===== src/rtl/config_tx.sv =====
// Serial config frame transmitter: 16-bit header {length,type} then length payload words, MSB first on tdo/en.
// Latency: header bit 15 on tdo one cycle after start; pay_ready is a one-cycle request in each word's bit-0 cycle.
module config_tx #(
  parameter int GAP_CYCLES = 1
) (
  input  logic        clk,
  input  logic        rst_n,
  input  logic        start,
  input  logic [3:0]  cfg_type,
  input  logic [11:0] cfg_length,
  input  logic [15:0] pay_data,
  input  logic        pay_valid,
  output logic        pay_ready,
  output logic        tdo,
  output logic        en,
  output logic        busy,
  output logic        done,
  output logic        err
);

  typedef enum logic [1:0] {
    IDLE = 2'd0,
    HDR  = 2'd1,
    PAY  = 2'd2,
    GAP  = 2'd3
  } state_t;

  localparam logic [7:0] GAP_LOAD = 8'(GAP_CYCLES - 1);

  state_t      state_q, state_d;
  logic [15:0] sh_q, sh_d;
  logic [3:0]  bit_q, bit_d;
  logic [11:0] wcnt_q, wcnt_d;
  logic [7:0]  gap_q, gap_d;
  logic        tdo_q, tdo_d;
  logic        en_q, en_d;
  logic        busy_q, busy_d;
  logic        rdy_q, rdy_d;
  logic        done_q, done_d;
  logic        err_q, err_d;
  logic [15:0] hdr;
  logic        more_words;

  assign hdr = {cfg_length, cfg_type};

  // In HDR wcnt holds the full length; in PAY it counts words left including the one on the wire.
  assign more_words = (state_q == HDR) ? (wcnt_q != 12'd0) : (wcnt_q > 12'd1);

  always_comb begin
    state_d = state_q;
    sh_d    = sh_q;
    bit_d   = bit_q;
    wcnt_d  = wcnt_q;
    gap_d   = gap_q;
    tdo_d   = tdo_q;
    en_d    = en_q;
    busy_d  = busy_q;
    rdy_d   = 1'b0;
    done_d  = 1'b0;
    err_d   = 1'b0;
    case (state_q)
      IDLE: begin
        if (start) begin
          state_d = HDR;
          busy_d  = 1'b1;
          en_d    = 1'b1;
          tdo_d   = hdr[15];
          sh_d    = {hdr[14:0], 1'b0};
          bit_d   = 4'd15;
          wcnt_d  = cfg_length;
        end
      end
      HDR, PAY: begin
        if (bit_q != 4'd0) begin
          tdo_d = sh_q[15];
          sh_d  = {sh_q[14:0], 1'b0};
          bit_d = bit_q - 4'd1;
          rdy_d = (bit_q == 4'd1) && more_words;
        end else begin
          if (state_q == PAY) begin
            wcnt_d = wcnt_q - 12'd1;
          end
          if (more_words && pay_valid) begin
            state_d = PAY;
            tdo_d   = pay_data[15];
            sh_d    = {pay_data[14:0], 1'b0};
            bit_d   = 4'd15;
          end else begin
            // Either the last bit of the frame or an underrun: both close the frame here.
            state_d = GAP;
            en_d    = 1'b0;
            tdo_d   = 1'b0;
            sh_d    = 16'd0;
            gap_d   = GAP_LOAD;
            done_d  = !more_words;
            err_d   = more_words;
          end
        end
      end
      GAP: begin
        if (gap_q == 8'd0) begin
          state_d = IDLE;
          busy_d  = 1'b0;
        end else begin
          gap_d = gap_q - 8'd1;
        end
      end
      default: begin
        state_d = IDLE;
      end
    endcase
  end

  always_ff @(posedge clk or negedge rst_n) begin
    if (!rst_n) begin
      state_q <= IDLE;
      sh_q    <= 16'd0;
      bit_q   <= 4'd0;
      wcnt_q  <= 12'd0;
      gap_q   <= 8'd0;
      tdo_q   <= 1'b0;
      en_q    <= 1'b0;
      busy_q  <= 1'b0;
      rdy_q   <= 1'b0;
      done_q  <= 1'b0;
      err_q   <= 1'b0;
    end else begin
      state_q <= state_d;
      sh_q    <= sh_d;
      bit_q   <= bit_d;
      wcnt_q  <= wcnt_d;
      gap_q   <= gap_d;
      tdo_q   <= tdo_d;
      en_q    <= en_d;
      busy_q  <= busy_d;
      rdy_q   <= rdy_d;
      done_q  <= done_d;
      err_q   <= err_d;
    end
  end

  assign pay_ready = rdy_q;
  assign tdo       = tdo_q;
  assign en        = en_q;
  assign busy      = busy_q;
  assign done      = done_q;
  assign err       = err_q;

  a_done_err_excl: assert property (@(posedge clk) disable iff (!rst_n) !(done_q && err_q));
  a_tdo_quiet:     assert property (@(posedge clk) disable iff (!rst_n) !en_q |-> !tdo_q);
  a_en_in_busy:    assert property (@(posedge clk) disable iff (!rst_n) en_q |-> busy_q);

endmodule


===== config.mk =====
export PLATFORM = sky130hd
export DESIGN_NAME = config_tx
export DESIGN_NICKNAME = d
export VERILOG_FILES = /design/src/rtl/config_tx.sv
export SDC_FILE = /design/constraint.sdc
export NUM_CORES = 1
export LEC_CHECK = 0
export BUFFER_PORTS_ARGS = -buffer_cell sky130_fd_sc_hd__buf_2
export CORE_MARGIN = 1.5
export CORE_UTILIZATION = 57
export DETAILED_ROUTE_END_ITERATION = 6
export PLACE_DENSITY_LB_ADDON = 0.08
export SETUP_SLACK_MARGIN = 0.5
export SLEW_MARGIN = 10
export SYNTH_ARGS = -nofsm -noshare
export SYNTH_HDL_FRONTEND = slang
export SYNTH_SLANG_ARGS = --single-unit

===== constraint.sdc =====
create_clock -name clk -period 3.05 [get_ports clk]
set_clock_uncertainty 0.2 [all_clocks]
set_input_delay 0.1525 -clock clk [delete_from_list [all_inputs] [get_ports clk]]
set_output_delay 0.1525 -clock clk [all_outputs]
set_load 0.02 [all_outputs]

; After elaboration in Yosys (flattened, before gate mapping)
; Cells that the tools add are included.
[totals]
ff_bits = 48
out_inout_bits = 6
elab_cells = 84
[classes]
n_addsub = 3
n_lt_le_gt_ge = 1
n_eq_ne = 11
n_mux = 40
n_reduce_logical = 18
[op_table]
columns = operator, count
row1 = $mux 16, 3
row2 = $mux 12, 3
row3 = $pmux 16 s2, 1
row4 = $mux 8, 3
row5 = $pmux 12 s2, 1
row6 = $mux 1, 17
row7 = $pmux 8 s2, 1
row8 = $gt 12x1->1 const B, 1
row9 = $mux 4, 3
row10 = $ne 2x2->1 const B, 6
row11 = $reduce_and 4->1, 3
row12 = $reduce_bool 12->1, 1
row13 = $sub 12x1->12 const B, 1
row14 = $reduce_and 3->1, 3
row15 = $logic_not 8->1, 1
row16 = $pmux 4 s2, 1
row17 = $sub 8x1->8 const B, 1
row18 = $mux 2, 3
row19 = $pmux 1 s2, 3
row20 = $pmux 2 s3, 1
row21 = $reduce_bool 2->1, 3
row22 = $eq 2x2->1 const B, 2
row23 = $eq 4x1->1 const B, 1
row24 = $reduce_bool 4->1, 1
row25 = 8 further kinds, 9

; Longest topological paths before layout
[logic_depth]
ltp_word = 6
depth_mapped = 9
mapped_depth_nobuf = 7

; Worst setup path after synthesis
; No wires, ideal clock.
[synth_timing]
path_kind = register to register
start = register state_q[0]
end = register gap_q[3]
setup_time_ps = 78
arrival_ps = 2176
t_required_ps = 2772
path_slack_ps = 597
path_stages_with_launch = 10
n_path_buf = 2
period_less_slack_ps = 2453
path_cell_list = dfrtp_1 -> inv_1 -> ha_1 -> clkbuf_1 -> nor2_1 -> a41o_1 -> a311o_2 -> buf_6 -> or4_1 -> a21oi_1
[synth_via]
elab_chain_len = 5
word_cells_on_any_way = 12
classes_between = eq/ne (6) / mux (2) / reduce/logical (4)
[synth_lines]
columns = element, line_no
row1 = from (decl), 30  ; state_t state_q, state_d;
row2 = from (signal assigned), 128  ; state_q <= state_d;
row3 = $eq 2x1->1, "47, 61"
row4 = $mux 1, 47  ; assign more_words = (state_q == HDR) ? (wcnt_q != 12'd0) : (wcnt_q > 12'd1);
row5 = $logic_and 1x1->1, 83  ; if (more_words && pay_valid) begin
row6 = $ne 2x2->1 (no source line), -
row7 = $reduce_and 4->1 (no source line), -
row8 = to (signal assigned), 132  ; gap_q <= gap_d;
row9 = to (decl), 34  ; logic [7:0] gap_q, gap_d;
; Parallel ways exist; a longest one is shown, timed or not.
; A chain may end at the register's enable or synchronous reset.

; Final worst setup path
[layout_timing]
start = register bit_q[0]
end = register gap_q[7]
[layout_via]
elab_chain_len = 3
[layout_lines]
columns = element, line_no
row1 = from (decl), 32  ; logic [3:0] bit_q, bit_d;
row2 = from (signal assigned), 130  ; bit_q <= bit_d;
row3 = $reduce_bool 4->1, 74  ; if (bit_q != 4'd0) begin
row4 = $ne 2x2->1 (no source line), -
row5 = $reduce_and 4->1 (no source line), -
; No other way between the ends.

==> run_results.csv <==
group,metric,value,unit
detailed_routing,dr.pass1.iters,5,
cts,clk_pin_slew,90,ps
sta,period_share,0.8095,
worst_setup_path,rrSetupSlack,580,ps
floorplan,die_h,72.03,um
floorplan,pin_count,42,
place,place.gp.congestion,0.8195,
cts,htree_levels,2,
detailed_routing,ant_nets,0,
sta,setup_viol,0,
worst_hold_path,whs_path_depth,3,
floorplan,coreArea,4474,sq um
global_route,grt_pass1_wl,11390,um
power,p_seq_frac,0.359,
sta,fin_crit,2469,ps
power,power_frac_clock,0.128,
yosys,syn_inst,315,
finish,area_growth,24.74,%
floorplan,die_area,5188,sq um
detailed_routing,num_vias,2620,
global_route,grtUsageMet3,0.05694,
finish,final_layout_size_suffix_gt1_frac,0.1901,
power,combPwrFrac,0.513,
yosys,synthesis.nets,360,
cts,cts_tree,"yes",
worst_hold_path,holdPathEnd,"sh_q[7]",
place,place_area,2975,sq um
detailed_routing,drt_iter0_drc,167,
cts,clockRootBuffer,"clkbuf_8",
yosys,synth_top_cell_by_area,"dfrtp_1",
finish,final_cell_mix,"dfrtp_1, a21oi_1, buf_2",
sta,fmax,405.0,MHz
power,leakagePower,1.468,nW
global_route,track_usage,0.2802,
detailed_routing,route.detailed.drc,0,
cts,cts_max_path_buffers,2,
detailed_routing,via_per_inst,6.009,
global_route,grt_use_met1,0.4187,
power,internal-power,1.794,mW
finish,finalNetCount,428,
yosys,synth_top_area_frac,0.4330,
worst_setup_path,critPathArrivalTime,2500,ps
detailed_routing,wl,6812,um
place,place_ws,559.6,ps
worst_setup_path,critPathLaunch,"bit_q[0]",
cts,clkSinkCount,47,
yosys,avgSynthCellArea,8.623,sq um
finish,final_common_cell,"dfrtp_1",
cts,numCtsBuffers,5,
finish,final_area,3388,sq um
yosys,synthFlopType,"dfrtp_1",
global_route,grt_pass1_vias,2371,
place,port_buffers,41,
worst_setup_path,reg2regPathDepth,7,
worst_setup_path,r2r_start,"bit_q[0]",
place,placed_cells,399,
yosys,synth_edf_count,0,
place,dpl.hpwl,4473,um
global_route,busiest_layer,"met1",
yosys,syn_area,2716,sq um
floorplan,dieWidth,72.03,um
yosys,seq_area_frac_synth,0.4330,
worst_hold_path,hold_start,"cfg_length[2]",
yosys,synthArstFlopShare,1.000,
global_route,grt_max_degree,48,
yosys,ys.warnings.count,0,
worst_hold_path,hold_path.class,"in -> reg",
sta,drv_slew,0,
worst_setup_path,critical_path_class,"reg -> reg",
sta,tightest_slew,1039,ps
worst_setup_path,path_max_fanout,14,
global_route,gr-total-overflow,0,
job,cap_violations,0,
global_route,grtUsageMet2,0.4115,
run_status,outcome,"complete, no violations",
yosys,ys_types,44,
floorplan,num_rows,24,
sta,rsz0062_at_grt,"yes",
detailed_routing,wl_per_cell,15.62,um
cts,cts_setup_buffers,0,
power,powerDensity,951.4,nW/um^2
sta,hold_viol_final,0,
worst_setup_path,startpoint_type,"flop",
sta,fin_hold_ws,11.53,ps
power,vdd_ir_drop_max,0.5104,mV
worst_setup_path,timing.rr.end,"gap_q[7]",
floorplan,initial_utilization,0.6071,
yosys,yosys-top-cells-area,"dfrtp_1, a21oi_1, nand2_1",
worst_setup_path,crit_path_end_kind,"flop",
sta,timing.slew.headroom,0.3076,
sta,tns,0,ps
finish,diodes,0,
yosys,ys_seq_elements,47,
global_route,antenna_found_initial,0,
worst_setup_path,worstPathRequired,3080,ps
power,p_sw,1.430,mW
cts,clk_latency,300,ps
sta,layout_setup_ws,581.0,ps
power,p_sw_frac,0.4435,
finish,finalNonFillerCells,436,
==> cell families after synthesis <==
family | synth area share
compound gates | 0.2400
fa+ha+maj | 0.04146
buf+inv | 0.04560
flops | 0.4330
mux | 0.007370
simple gates | 0.2326
==> worst max-delay path: stages (launching register included) <==
cell	delay, ps
dfrtp_1	440
inv_1	80
ha_1	220
nor3b_4	350
nor2_2	80
a311o_2	470
or4_1	430
a21oi_1	150
==> flip-flops by register name (all words and copies together), names as in the netlist <==
name	cells
state_q	2
tdo	1
wcnt_q	12
done	1
sh_q	15
bit_q	4
gap_q	8
err	1
en	1
busy	1
pay_ready	1
==> cell type report <==
type	count	area, sq um
multi-input cells	237	1435
flip-flops and latches	47	1176
clock buffers	8	100.1
fillers	333	1086
inverters	15	56.30
repair buffers	77	555.5
well taps	52	65.06
==> cells in the mapped netlist (all sizes together), types with 5 or more instances <==
| library cell | count |
|---|---|
| a31oi | 15 |
| nor3 | 7 |
| o21ai | 22 |
| ha | 9 |
| nand2 | 33 |
| and3 | 7 |
| a21oi | 42 |
| or4 | 7 |
| nor2 | 30 |
| a221oi | 6 |
| nor4 | 5 |
| o31ai | 5 |
| dfrtp | 47 |
| inv | 15 |
| nand3 | 10 |
| clkbuf | 15 |
==> worst max-delay path by stage <==
stage	endpoint	slack (ps)	cells after the start
floorplan	gap_q[3]	600	9
global placement	wcnt_q[8]	630	6
detailed placement	gap_q[3]	560	7
CTS	gap_q[3]	550	7
global route	gap_q[4]	470	7
finish	gap_q[7]	580	7
==> power groups by stage <==
stage | Sequential, mW | Clock, mW | Combinational, mW
detailed placement | 1.16 | 0 | 1.59
floorplan | 1.11 | 0 | 1.23
finish | 1.16 | 0.413 | 1.65
global route | 1.19 | 0.441 | 1.88
CTS | 1.14 | 0.421 | 1.62
global placement | 1.14 | 0 | 1.56
==> through the flow <==
stage,util,power [mW]
2_1_floorplan,-,2.342
3_3_place_gp,0.6650,2.701
3_5_place_dp,0.6650,2.746
4_1_cts,0.7522,3.190
5_1_grt,0.7573,3.509
6_report,0.7573,3.224
==> layer usage <==
layer / vias up / part of all wire / wire [um]
li1: 1285 / - / -
met1: 1231 / 0.46 / 3167
met2: 94 / 0.46 / 3119
met3: 10 / 0.064 / 439
met4: 0 / 0.013 / 86
met5: - / 0 / 0
==> repair_timing <==
action,CTS,global route
resized for setup,0,6
endpoints found under the hold margin,68,0
hold buffers,29,0
endpoints found under the setup margin,0,30
Power figures use the tool's default switching activity.
